==> src/rtl/poly_dds_voice_engine.sv <==
// Polyphonic DDS voice engine: MIDI parser, voice allocator, per-voice phase accumulators
// and a time-multiplexed wavetable mixer. Optional voice stealing: POLY_DDS_VOICE_STEAL_EN.

module poly_dds_voice_engine #(
    parameter int NUM_VOICES = 8,
    parameter int PHASE_W    = 32,
    parameter int INC_W      = 16,
    parameter int ADDR_W     = 12,
    parameter int SAMPLE_W   = 24,
    parameter int OUT_W      = 8,
    parameter int SAMPLE_DIV = 101
) (
    input  logic                  i_clk,
    input  logic                  i_nreset,
    input  logic [7:0]            i_midi_data,
    input  logic                  i_midi_valid,
    output logic                  o_midi_ready,
    output logic [6:0]            o_inc_note,
    input  logic [INC_W-1:0]      i_inc_value,
    output logic [ADDR_W-1:0]     o_rom_addr,
    input  logic [SAMPLE_W-1:0]   i_rom_data,
    output logic [OUT_W-1:0]      o_sample_out,
    output logic                  o_sample_valid,
    output logic [NUM_VOICES-1:0] o_voice_active,
    output logic                  o_note_drop
);

    localparam int VOICE_W = $clog2(NUM_VOICES);
    localparam int ACC_W   = SAMPLE_W + VOICE_W;
    localparam int DIV_W   = $clog2(SAMPLE_DIV);

    typedef enum logic [1:0] {P_IDLE, P_NOTE, P_VEL} parse_state_e;
    typedef enum logic [1:0] {S_IDLE, S_SCAN, S_DRAIN, S_DONE} scan_state_e;

    parse_state_e            r_pstate;
    logic                    r_cmd_on;
    logic [6:0]              r_note_lat;
    logic                    r_ready;

    logic [NUM_VOICES-1:0]   r_active;
    logic [6:0]              r_note  [NUM_VOICES];
    logic [PHASE_W-1:0]      r_phase [NUM_VOICES];
    logic                    r_note_drop;
`ifdef POLY_DDS_VOICE_STEAL_EN
    logic [VOICE_W-1:0]      r_steal_ptr;
`endif

    scan_state_e             r_state;
    logic [DIV_W-1:0]        r_div;
    logic [VOICE_W-1:0]      r_scan_idx;
    logic                    r_drain_cnt;
    logic [ADDR_W-1:0]       r_rom_addr;
    logic                    r_mix_en1;
    logic                    r_mix_en2;
    logic [ACC_W-1:0]        r_acc;
    logic [OUT_W-1:0]        r_sample_out;
    logic                    r_sample_valid;

    logic                    w_accept;
    logic                    w_ev_valid;
    logic                    w_ev_on;
    logic                    w_tick;
    logic                    w_match_hit;
    logic [VOICE_W-1:0]      w_match_idx;
    logic                    w_free_hit;
    logic [VOICE_W-1:0]      w_free_idx;

    assign w_accept   = i_midi_valid & r_ready;
    assign w_ev_valid = w_accept & ~i_midi_data[7] & (r_pstate == P_VEL);
    assign w_ev_on    = r_cmd_on & (i_midi_data[6:0] != 7'd0);
    assign w_tick     = (r_div == DIV_W'(SAMPLE_DIV - 1));

    // NOTE: every always_comb output gets a default before the loop, so no latch is inferred.
    always_comb begin
        w_match_hit = 1'b0;
        w_match_idx = '0;
        w_free_hit  = 1'b0;
        w_free_idx  = '0;
        // Descending scan leaves the lowest-indexed hit in each result.
        for (int v = NUM_VOICES - 1; v >= 0; v--) begin
            if (r_active[v] && (r_note[v] == r_note_lat)) begin
                w_match_hit = 1'b1;
                w_match_idx = VOICE_W'(v);
            end
            if (!r_active[v]) begin
                w_free_hit = 1'b1;
                w_free_idx = VOICE_W'(v);
            end
        end
    end

    // NOTE: sequential state uses non-blocking assignments so every register samples pre-edge values.
    always_ff @(posedge i_clk) begin
        if (!i_nreset) begin
            r_ready    <= 1'b0;
            r_pstate   <= P_IDLE;
            r_cmd_on   <= 1'b0;
            r_note_lat <= '0;
        end else begin
            r_ready <= 1'b1;
            if (w_accept) begin
                casez (i_midi_data)
                    8'b1000_????: begin r_cmd_on <= 1'b0; r_pstate <= P_NOTE; end
                    8'b1001_????: begin r_cmd_on <= 1'b1; r_pstate <= P_NOTE; end
                    8'b1???_????: begin r_cmd_on <= 1'b0; r_pstate <= P_IDLE; end
                    default: begin
                        case (r_pstate)
                            P_NOTE: begin
                                r_note_lat <= i_midi_data[6:0];
                                r_pstate   <= P_VEL;
                            end
                            P_VEL:   r_pstate <= P_NOTE;
                            default: r_pstate <= P_IDLE;
                        endcase
                    end
                endcase
            end
        end
    end

    // NOTE: r_note is deliberately left out of reset; occupancy is decided by r_active alone.
    always_ff @(posedge i_clk) begin
        if (!i_nreset) begin
            r_active    <= '0;
            r_note_drop <= 1'b0;
            for (int v = 0; v < NUM_VOICES; v++) r_phase[v] <= '0;
`ifdef POLY_DDS_VOICE_STEAL_EN
            r_steal_ptr <= '0;
`endif
        end else begin
            r_note_drop <= 1'b0;
            if (r_state == S_SCAN && r_active[r_scan_idx])
                r_phase[r_scan_idx] <= r_phase[r_scan_idx] + PHASE_W'(i_inc_value);
            // Parser events come last so they override a same-cycle scan increment.
            if (w_ev_valid) begin
                if (w_ev_on) begin
                    if (w_match_hit) begin
                        r_phase[w_match_idx] <= '0;
                    end else if (w_free_hit) begin
                        r_active[w_free_idx] <= 1'b1;
                        r_note[w_free_idx]   <= r_note_lat;
                        r_phase[w_free_idx]  <= '0;
                    end else begin
`ifdef POLY_DDS_VOICE_STEAL_EN
                        r_note[r_steal_ptr]  <= r_note_lat;
                        r_phase[r_steal_ptr] <= '0;
                        r_steal_ptr          <= r_steal_ptr + VOICE_W'(1);
`else
                        r_note_drop <= 1'b1;
`endif
                    end
                end else if (w_match_hit) begin
                    r_active[w_match_idx] <= 1'b0;
                end
            end
        end
    end

    always_ff @(posedge i_clk) begin
        if (!i_nreset) begin
            r_state        <= S_IDLE;
            r_div          <= '0;
            r_scan_idx     <= '0;
            r_drain_cnt    <= 1'b0;
            r_rom_addr     <= '0;
            r_mix_en1      <= 1'b0;
            r_mix_en2      <= 1'b0;
            r_acc          <= '0;
            r_sample_out   <= '0;
            r_sample_valid <= 1'b0;
        end else begin
            r_div          <= w_tick ? '0 : r_div + DIV_W'(1);
            r_sample_valid <= 1'b0;
            r_mix_en1      <= 1'b0;
            r_mix_en2      <= r_mix_en1;
            // ROM data lags the registered address by one clock, hence two enable stages.
            if (r_mix_en2)
                r_acc <= r_acc + ACC_W'(i_rom_data);
            case (r_state)
                S_IDLE: begin
                    if (w_tick) begin
                        r_state    <= S_SCAN;
                        r_scan_idx <= '0;
                    end
                end
                S_SCAN: begin
                    r_rom_addr <= r_phase[r_scan_idx][PHASE_W-1 -: ADDR_W];
                    r_mix_en1  <= r_active[r_scan_idx];
                    if (r_scan_idx == VOICE_W'(NUM_VOICES - 1)) begin
                        r_state     <= S_DRAIN;
                        r_drain_cnt <= 1'b0;
                    end else begin
                        r_scan_idx <= r_scan_idx + VOICE_W'(1);
                    end
                end
                S_DRAIN: begin
                    if (r_drain_cnt) r_state <= S_DONE;
                    r_drain_cnt <= 1'b1;
                end
                default: begin
                    r_sample_out   <= r_acc[ACC_W-1 -: OUT_W];
                    r_sample_valid <= 1'b1;
                    r_acc          <= '0;
                    r_state        <= S_IDLE;
                end
            endcase
        end
    end

    assign o_midi_ready   = r_ready;
    assign o_inc_note     = r_note[r_scan_idx];
    assign o_rom_addr     = r_rom_addr;
    assign o_sample_out   = r_sample_out;
    assign o_sample_valid = r_sample_valid;
    assign o_voice_active = r_active;
    assign o_note_drop    = r_note_drop;

endmodule

==> config.mk <==
export PLATFORM = sky130hd
export DESIGN_NAME = poly_dds_voice_engine
export DESIGN_NICKNAME = d
export VERILOG_FILES = /design/src/rtl/poly_dds_voice_engine.sv
export SDC_FILE = /design/constraint.sdc
export NUM_CORES = 1
export LEC_CHECK = 0
export ABC_CLOCK_PERIOD_IN_PS = 16600
export CAP_MARGIN = 10
export CORE_UTILIZATION = 25
export CTS_BUF_LIST = sky130_fd_sc_hd__clkbuf_4 sky130_fd_sc_hd__clkbuf_8
export DETAILED_ROUTE_END_ITERATION = 10
export HOLD_SLACK_MARGIN = 0.05
export PLACE_DENSITY = 0.4
export SYNTH_ARGS = -nofsm -noshare
export SYNTH_HDL_FRONTEND = slang
export SYNTH_SLANG_ARGS = --single-unit
==> constraint.sdc <==
create_clock -name i_clk -period 16.6 [get_ports i_clk]
set_input_delay 3.32 -clock i_clk [delete_from_list [all_inputs] [get_ports i_clk]]
set_output_delay 3.32 -clock i_clk [all_outputs]
set_load 0.1 [all_outputs]
* After elaboration in Yosys (flattened, before gate mapping) *
Memory sizes are Yosys's and may differ from the RTL's. A register that Yosys moved wholly into a read port is not among the register bits.
Cells that the tools add are included.

operators by class
  add/sub/neg operators = 4
  order comparisons = 5
  equality and inequality tests = 21
  multiplexer cells = 87
  bitwise gates (word level) = 12
  reductions and logical operators = 33

operator list
  cell                                                                          count
  32-bit 2-to-1 mux                                                             3
  32-bit OR reduction                                                           3
  3-bit 2-to-1 mux                                                              25
  7-bit == test                                                                 8
  1-bit 2-to-1 mux                                                              42
  32-bit by 16-bit adder with 32-bit output                                     1
  8-bit 2-to-1 mux                                                              4
  27-bit by 24-bit adder with 27-bit output                                     1
  3-bit by 4-bit less-than comparator with 1-bit output, second input constant  3
  1-bit logical AND                                                             11
  2-bit 2-to-1 mux                                                              5
  8-bit bitwise AND                                                             1
  4-bit == test, second input constant                                          2
  2-bit != test, second input constant                                          4
  8-bit NOT                                                                     1
  8-bit bitwise OR                                                              1
  2-bit AND reduction                                                           4
  4-bit AND reduction                                                           2
  2-bit nonzero test                                                            4
  7-bit by 1-bit adder with 7-bit output, second input constant                 1
  7-bit == test, second input constant                                          1
  7-bit nonzero test                                                            1
  1-bit demux with 3-bit select                                                 2
  3-bit by 1-bit >= comparator with 1-bit output, second input constant         2
  other kinds (18)                                                              30

storage, ports and cells
  flip-flop bits (word level) = 83
  RAM bits = 312
  bits of input ports = 51
  output and inout bits = 38
  logic and storage cells = 180
  memories = 2

memory list
  name     depth  width  rd ports  clocked after memory_dff  wr ports  line  RTL
  r_phase  8      32     1         1                         8         42    logic [PHASE_W-1:0] r_phase [NUM_VOICES];
  r_note   8      7      9         1                         1         41    logic [6:0] r_note [NUM_VOICES];

* Longest topological paths before layout *
Gate-level depths: netlist of run 1.

  depth in word-level cells = 18
  gate-level depth with buffers = 18
  mapped depth without buffers = 13

* Worst setup path before layout of run 1 *
OpenSTA, ideal clock, no wires.

  path kind = input to register
  start = input port i_inc_value[0]
  end = memory r_phase[2][12]
  setup time = 0.128 ns
  arrival time = 6.020 ns
  data required time = 16.472 ns
  path slack = 10.452 ns
  stages on the path = 11
  buffers on the path = 0
  path through = ha_1 > inv_1 > fa_1 > nor2b_1 > o211ai_1 > a21oi_1 > o21ai_0 > nor4b_1 > a2111oi_0 > o21a_1 > nor2_1

RTL lines
  what             line  RTL
  start, declared  19    input logic [INC_W-1:0] i_inc_value,
  end, declared    42

==> impl_metrics.csv, run 1 <==
group,metric,value,unit
clock_tree,postCtsResizedCells,0,
drt,drc,0,
logic_synthesis,ys.flop_type,"dfxtp_1",
logic_synthesis,syn-cell-area,20060,µm²
clock_tree,cts-hold-fix-buffers,0,
logic_synthesis,seq_area_frac_synth,0.4251,
global_route,grt.total_usage,0.1652,
placed_design,place_inst,3159,
clock_tree,cts-root-buf,"clkbuf_8",
placed_design,place_ws,9256,ps
power_and_ir_drop,power_density,93.74,nW/µm²
global_route,grt_antenna_before_repair,1,
worst_setup_path,crit_required,13280,ps
clock_tree,clk_latency,640,ps
power_and_ir_drop,clockPowerShare,0.457,
global_route,grt_start_max_net_pins,140,
power_and_ir_drop,power_leakage,8.118,nW
timing,finalCritPeriodShare,0.4068,
logic_synthesis,synth_area_leader_cell,"dfxtp_1",
global_route,grt_pass1_wl,104100,µm
power_and_ir_drop,finalPower,0.002206,W
logic_synthesis,ys_types,86,
drt,first_pass_iters,6,
logic_synthesis,synth_area_leaders,"dfxtp_1, mux4_2, edfxtp_1",
timing,maxSlewViolCount,0,
logic_synthesis,synth-edff-count,56,
finish,syn_to_final_growth,17.30,%
power_and_ir_drop,swShare,0.2638,
floorplan,fp.dieW,285.3,µm
outcome,status,"complete, no violations",
finish,stdcell_count,3287,
drt,ant_nets,0,
floorplan,num_rows,103,
placed_design,io_buffers,88,
floorplan,fp.dieH,285.3,µm
drt,avgRoutedWirePerCell,20.67,µm
floorplan,boundaryPins,89,
finish,drive_gt1_frac,0.1405,
drt,drt_iter0_drc,1108,
worst_setup_path,end_kind,"primary output",
floorplan,dieArea,81390,µm²
timing,finalHoldViolations,0,
finish,final_common_cell,"dfxtp_1",
placed_design,dpl_cell_area,21970,µm²
worst_setup_path,crit_arrival,3430,ps
run,maxCapViolCount,0,
clock_tree,cts_buffer_depth,3,
clock_tree,cts_setup_buffers,0,
power_and_ir_drop,intPower,0.001624,W
power_and_ir_drop,p_sw,0.0005820,W
logic_synthesis,synthCells,2138,
logic_synthesis,syn_nets,2239,
logic_synthesis,yosysTopAreaCellShare,0.3413,
timing,rsz0062_at_grt,"no",
timing,worst_pin_slew,1201,ps
clock_tree,clk_pin_slew_worst_paths,60,ps
finish,final_net_count,2287,
drt,wirelength,67950,µm
timing,setup_viol,0,
clock_tree,cts_tree,"yes",
global_route,grt_pass1_vias,16639,
placed_design,gp_congestion,0.8309,
clock_tree,cts_max_level,3,
logic_synthesis,async_flop_share,0,
worst_setup_path,worstPathMaxFanout,35,
timing,setup_tns,0,ps
finish,fill_cells,8257,
finish,final_cell_mix,"dfxtp_1, nor2_1, nand3_1",
finish,postLayoutCellArea,23530,µm²
worst_setup_path,criticalPathCategory,"flip-flop to primary output",
power_and_ir_drop,p_comb_frac,0.091,
timing,finalCriticalPeriod,6753,ps
timing,fin_ws,9847,ps
timing,max_slew_margin,0.1993,
worst_setup_path,crit_path_start_kind,"flip-flop",
timing,fin_skew,31.80,ps
drt,vias,16769,
global_route,grt-ovfl-total,0,
power_and_ir_drop,vdd_drop_max,38.13,µV
hold_path,hold_path.class,"flip-flop to flip-flop",
clock_tree,clock-sinks,398,
clock_tree,cts_buffers,75,
drt,via_per_inst,5.102,
floorplan,start_util,0.2531,
placed_design,dpl.hpwl,41430,µm
floorplan,core,79260,µm²
logic_synthesis,yosysWarnings,0,
timing,fmax,148.1,MHz
power_and_ir_drop,sequentialPowerShare,0.452,
logic_synthesis,avgSynthCellArea,9.384,µm²
logic_synthesis,ys_seq_elements,398,
[layer usage]
| layer | track usage | share of wire | up-vias |
|---|---|---|---|
| met3 | 0.02584 | 0.052 | 108 |
| met1 | 0.2181 | 0.45 | 8227 |
| met2 | 0.2743 | 0.48 | 493 |
| li1 | - | - | 7941 |
| met5 | 0 | 0 | - |
| met4 | 0.05401 | 0.022 | 0 |
[state kept, by name, indices dropped and copies added (netlist names), named ones only]
signal          flops
r_note_lat          7
r_drain_cnt         1
o_rom_addr         12
o_sample_out        8
o_note_drop         1
r_acc              27
r_mix_en1           1
r_div               7
r_note             56
o_midi_ready        1
o_voice_active      8
r_mix_en2           1
o_sample_valid      1
r_cmd_on            1
r_scan_idx          3
r_pstate            2
r_state             2
r_phase           256
[power by group through the flow]
stage | registers, W | logic [W] | clock network, W
floorplan | 0.00109 | 0.0000678 | 0
global placement | 0.00102 | 0.000200 | 0
detailed placement | 0.00102 | 0.000201 | 0
CTS | 0.000998 | 0.000201 | 0.00104
global route | 0.000999 | 0.000213 | 0.00108
finish | 0.000998 | 0.000200 | 0.00101
[worst max-delay path, cell delays in order (launching register included)]
cell	delay, ps
dfxtp_4	790
mux4_2	640
mux2_2	350
clkdlybuf4s50_1	990
[cells by family after synthesis]
family / Yosys count / synth area share
AOI/OAI and AO/OA: 464 / 0.1451
muxes: 149 / 0.1263
DFF: 398 / 0.4251
adders and majority gates: 50 / 0.03193
buffers and inverters: 177 / 0.03711
xor gates and xnor gates: 102 / 0.04490
and+or+nand+nor: 798 / 0.1896
[cells in the mapped netlist, types with 4 or more instances]
cell type / instances
and3_1: 17
mux2_2: 25
a21oi_1: 168
mux4_2: 76
and2_1: 8
nor4_1: 14
nand2b_1: 16
nor3b_1: 5
o21ai_0: 31
o21a_1: 16
a211oi_2: 4
a21o_1: 21
nand3_1: 186
dfxtp_1: 342
inv_1: 25
mux2i_1: 42
nor4_2: 10
o22ai_1: 53
a2111oi_0: 4
nor3_1: 21
or3_1: 6
xor2_1: 37
a31oi_1: 89
and4_1: 4
or4_1: 5
buf_2: 33
a211o_1: 7
clkbuf_1: 97
nand2_2: 4
o211ai_1: 10
nand4_1: 21
nor2_1: 289
edfxtp_1: 56
ha_1: 48
xnor2_1: 64
a211oi_1: 28
nand2_1: 158
buf_1: 13
nor2b_1: 11
[final cells by class]
type	instances	area [µm²]	share of cell area
antenna	2	5.005	0.0002127
timing repair buffer	122	1140	0.04843
inverter	26	97.59	0.004147
sequential	398	8539	0.3629
multi-input combinational	1563	10880	0.4623
clock buffer	121	1503	0.06385
clock inverter	5	55.05	0.002339
tap	1050	1314	0.05582
[worst paths after layout]
check	cells past startpoint	endpoint	slack [ps]	from
worst max-delay path	3	o_inc_note[2]	9850	flip-flop
worst min-delay path	1	r_mix_en2$_SDFF_PN0_	440	r_mix_en1$_SDFF_PN0_
worst max register to register	14	r_phase[5][21]$_SDFFE_PP0P_	10400	flip-flop
worst min register to register	1	r_mix_en2$_SDFF_PN0_	440	r_mix_en1$_SDFF_PN0_
[through the flow]
step / hold WS (ps) / utilization
finish: 441.6 / 0.2969
global route: 472.4 / 0.2969
CTS: 440.9 / 0.2969
detailed placement: 426.5 / 0.2772
global placement: 425.4 / 0.2772
floorplan: 411.9 / -
Power figures use the tool's default switching activity.
==> run 2, diff against run 1 <==
--- a/config.mk
+++ b/config.mk
@@ -5,13 +5,13 @@
 export SDC_FILE = /design/constraint.sdc
 export NUM_CORES = 1
 export LEC_CHECK = 0
-export ABC_CLOCK_PERIOD_IN_PS = 16600
+export ABC_CLOCK_PERIOD_IN_PS = 6100
 export CAP_MARGIN = 10
 export CORE_UTILIZATION = 25
 export CTS_BUF_LIST = sky130_fd_sc_hd__clkbuf_4 sky130_fd_sc_hd__clkbuf_8
 export DETAILED_ROUTE_END_ITERATION = 10
 export HOLD_SLACK_MARGIN = 0.05
-export PLACE_DENSITY = 0.4
+export PLACE_DENSITY = 0.41
 export SYNTH_ARGS = -nofsm -noshare
 export SYNTH_HDL_FRONTEND = slang
 export SYNTH_SLANG_ARGS = --single-unit
==> constraint.sdc (replaced) <==
create_clock -name i_clk -period 6.1 [get_ports i_clk]
set_input_delay 1.22 -clock i_clk [delete_from_list [all_inputs] [get_ports i_clk]]
set_output_delay 1.22 -clock i_clk [all_outputs]
set_load 0.1 [all_outputs]
==> run 2 against run 1 <==
- worst setup slack got worse by 9000 ps
- sequential share of layout area shrank 0.17 points
- sequential cell count is the same
- largest power group unchanged
==> impl_metrics.csv, run 2 (synthesis gave the netlist of run 1 again) <==
group,metric,value,unit
timing,fin_skew,40.78,ps
drt,drc,0,
worst_setup_path,end_kind,"flip-flop",
power_and_ir_drop,swShare,0.2693,
timing,fmax,188.7,MHz
clock_tree,cts_buffer_depth,3,
timing,finalHoldViolations,0,
finish,final_net_count,2295,
placed_design,gp_congestion,0.8297,
clock_tree,cts_buffers,74,
drt,wirelength,67930,µm
worst_setup_path,cp_slowest_cell,"o21ai_0",
floorplan,boundaryPins,89,
clock_tree,cts_max_level,3,
global_route,grt-ovfl-total,0,
power_and_ir_drop,clockPowerShare,0.462,
finish,syn_to_final_growth,17.84,%
floorplan,start_util,0.2531,
worst_setup_path,criticalPathCategory,"flip-flop to flip-flop",
drt,ant_nets,0,
placed_design,place_inst,3168,
power_and_ir_drop,intPower,0.004420,W
timing,rsz0062_at_grt,"no",
clock_tree,cts-hold-fix-buffers,0,
global_route,grt_antenna_before_repair,1,
power_and_ir_drop,vdd_drop_max,138.8,µV
floorplan,core,79260,µm²
finish,stdcell_count,3301,
finish,drive_gt1_frac,0.1444,
floorplan,fp.dieW,285.3,µm
power_and_ir_drop,power_density,255.9,nW/µm²
outcome,status,"complete, no violations",
global_route,grt.total_usage,0.1652,
floorplan,dieArea,81390,µm²
global_route,grt_pass1_wl,104400,µm
timing,finalCritPeriodShare,0.8688,
clock_tree,clk_pin_slew_worst_paths,60,ps
clock_tree,postCtsResizedCells,0,
timing,worst_pin_slew,1230,ps
timing,setup_tns,0,ps
drt,avgRoutedWirePerCell,20.58,µm
run,maxCapViolCount,0,
floorplan,fp.dieH,285.3,µm
clock_tree,clk_latency,670,ps
worst_setup_path,crit_required,6560,ps
hold_path,hold_path.class,"flip-flop to flip-flop",
timing,setup_viol,0,
drt,vias,16760,
timing,max_slew_margin,0.1774,
drt,drt_iter0_drc,1205,
placed_design,io_buffers,88,
clock_tree,cts_setup_buffers,0,
worst_setup_path,crit_path_start_kind,"flip-flop",
drt,first_pass_iters,5,
global_route,grt_start_max_net_pins,102,
finish,regMostFlops,"r_phase",
clock_tree,cts_tree,"yes",
worst_setup_path,cp_slowest_stage_delay,840,ps
finish,largest_register_ffs,256,
placed_design,dpl.hpwl,42060,µm
timing,finalCriticalPeriod,5300,ps
finish,final_core_util,0.2983,
finish,final_common_cell,"dfxtp_1",
clock_tree,clock-sinks,398,
power_and_ir_drop,power_leakage,8.173,nW
floorplan,num_rows,103,
worst_setup_path,path_cells,"mux4_2 -> mux2_2 -> ha_1 -> inv_1 -> fa_1 -> nor2b_1 -> o211ai_1 -> a21oi_1 -> o21ai_0 -> nand2_1 -> and3_1 -> nor3_1 -> a211oi_1",
worst_setup_path,crit_arrival,5760,ps
finish,top_regs,"r_phase x256, r_note x56, r_acc x27",
power_and_ir_drop,sequentialPowerShare,0.449,
worst_setup_path,worstPathMaxFanout,34,
global_route,grt_pass1_vias,16848,
worst_setup_path,crit_family,"compound AO/OA/AOI/OAI gates",
power_and_ir_drop,p_comb_frac,0.090,
finish,final_cell_mix,"dfxtp_1, nor2_1, nand3_1",
clock_tree,cts-root-buf,"clkbuf_8",
drt,via_per_inst,5.077,
power_and_ir_drop,p_sw,0.001630,W
worst_setup_path,crit_buf_inv,1,
timing,maxSlewViolCount,0,
finish,fill_cells,8245,
-- run 2: per-layer routing --
| metal | global-route usage | wire, µm | vias to the layer above |
|---|---|---|---|
| met5 | 0 | 0 | - |
| met4 | 0.05628 | 1620 | 0 |
| met3 | 0.01984 | 3036 | 110 |
| met2 | 0.2764 | 32490 | 454 |
| met1 | 0.2192 | 30780 | 8232 |
| li1 | - | - | 7964 |
-- run 2: power groups by stage --
stage	logic [W]	clock network, W	registers, W
final	0.000542	0.00279	0.00272
after global placement	0.000542	0	0.00277
after detailed placement	0.000544	0	0.00277
after CTS	0.000545	0.00289	0.00272
after global routing	0.000574	0.00300	0.00272
after floorplan	0.000185	0	0.00297
-- run 2: layout make-up --
type / count / area (µm²) / area share
multi-input cells: 1563 / 10880 / 0.4602
flip-flops and latches: 398 / 8539 / 0.3612
clock buffers: 106 / 1378 / 0.05827
well taps: 1050 / 1314 / 0.05557
repair buffers: 131 / 1207 / 0.05107
clock inverters: 26 / 222.7 / 0.009421
inverters: 26 / 97.59 / 0.004128
diodes: 1 / 2.502 / 0.0001058
-- run 2: per-stage QoR --
step	hold WS [ps]	instance area (µm²)	setup slack, ps	total power, W
after floorplan	411.9	20060	806.5	0.003158
after global routing	440.0	23640	452.8	0.006294
final	432.4	23640	800.3	0.006050
after global placement	426.8	22040	873.6	0.003314
after detailed placement	419.6	22040	800.9	0.003318
after CTS	436.2	23640	731.9	0.006154
-- run 2: worst reg2reg max path, cell delays in order, from the launching register on --
cell and delay (ps):
dfxtp_4 800, mux4_2 670, mux2_2 280, ha_1 210, inv_1 70, fa_1 210
nor2b_1 80, o211ai_1 320, a21oi_1 170, o21ai_0 840, nand2_1 260, and3_1 250
nor3_1 790, a211oi_1 160
-- run 2: worst paths after layout --
kind	start	end	slack (ps)	cells past startpoint
max	flip-flop	r_phase[7][22]$_SDFFE_PP0P_	800	13
min	r_mix_en1$_SDFF_PN0_	r_mix_en2$_SDFF_PN0_	430	1
max reg2reg	flip-flop	r_phase[7][22]$_SDFFE_PP0P_	800	13
min reg2reg	r_mix_en1$_SDFF_PN0_	r_mix_en2$_SDFF_PN0_	430	1
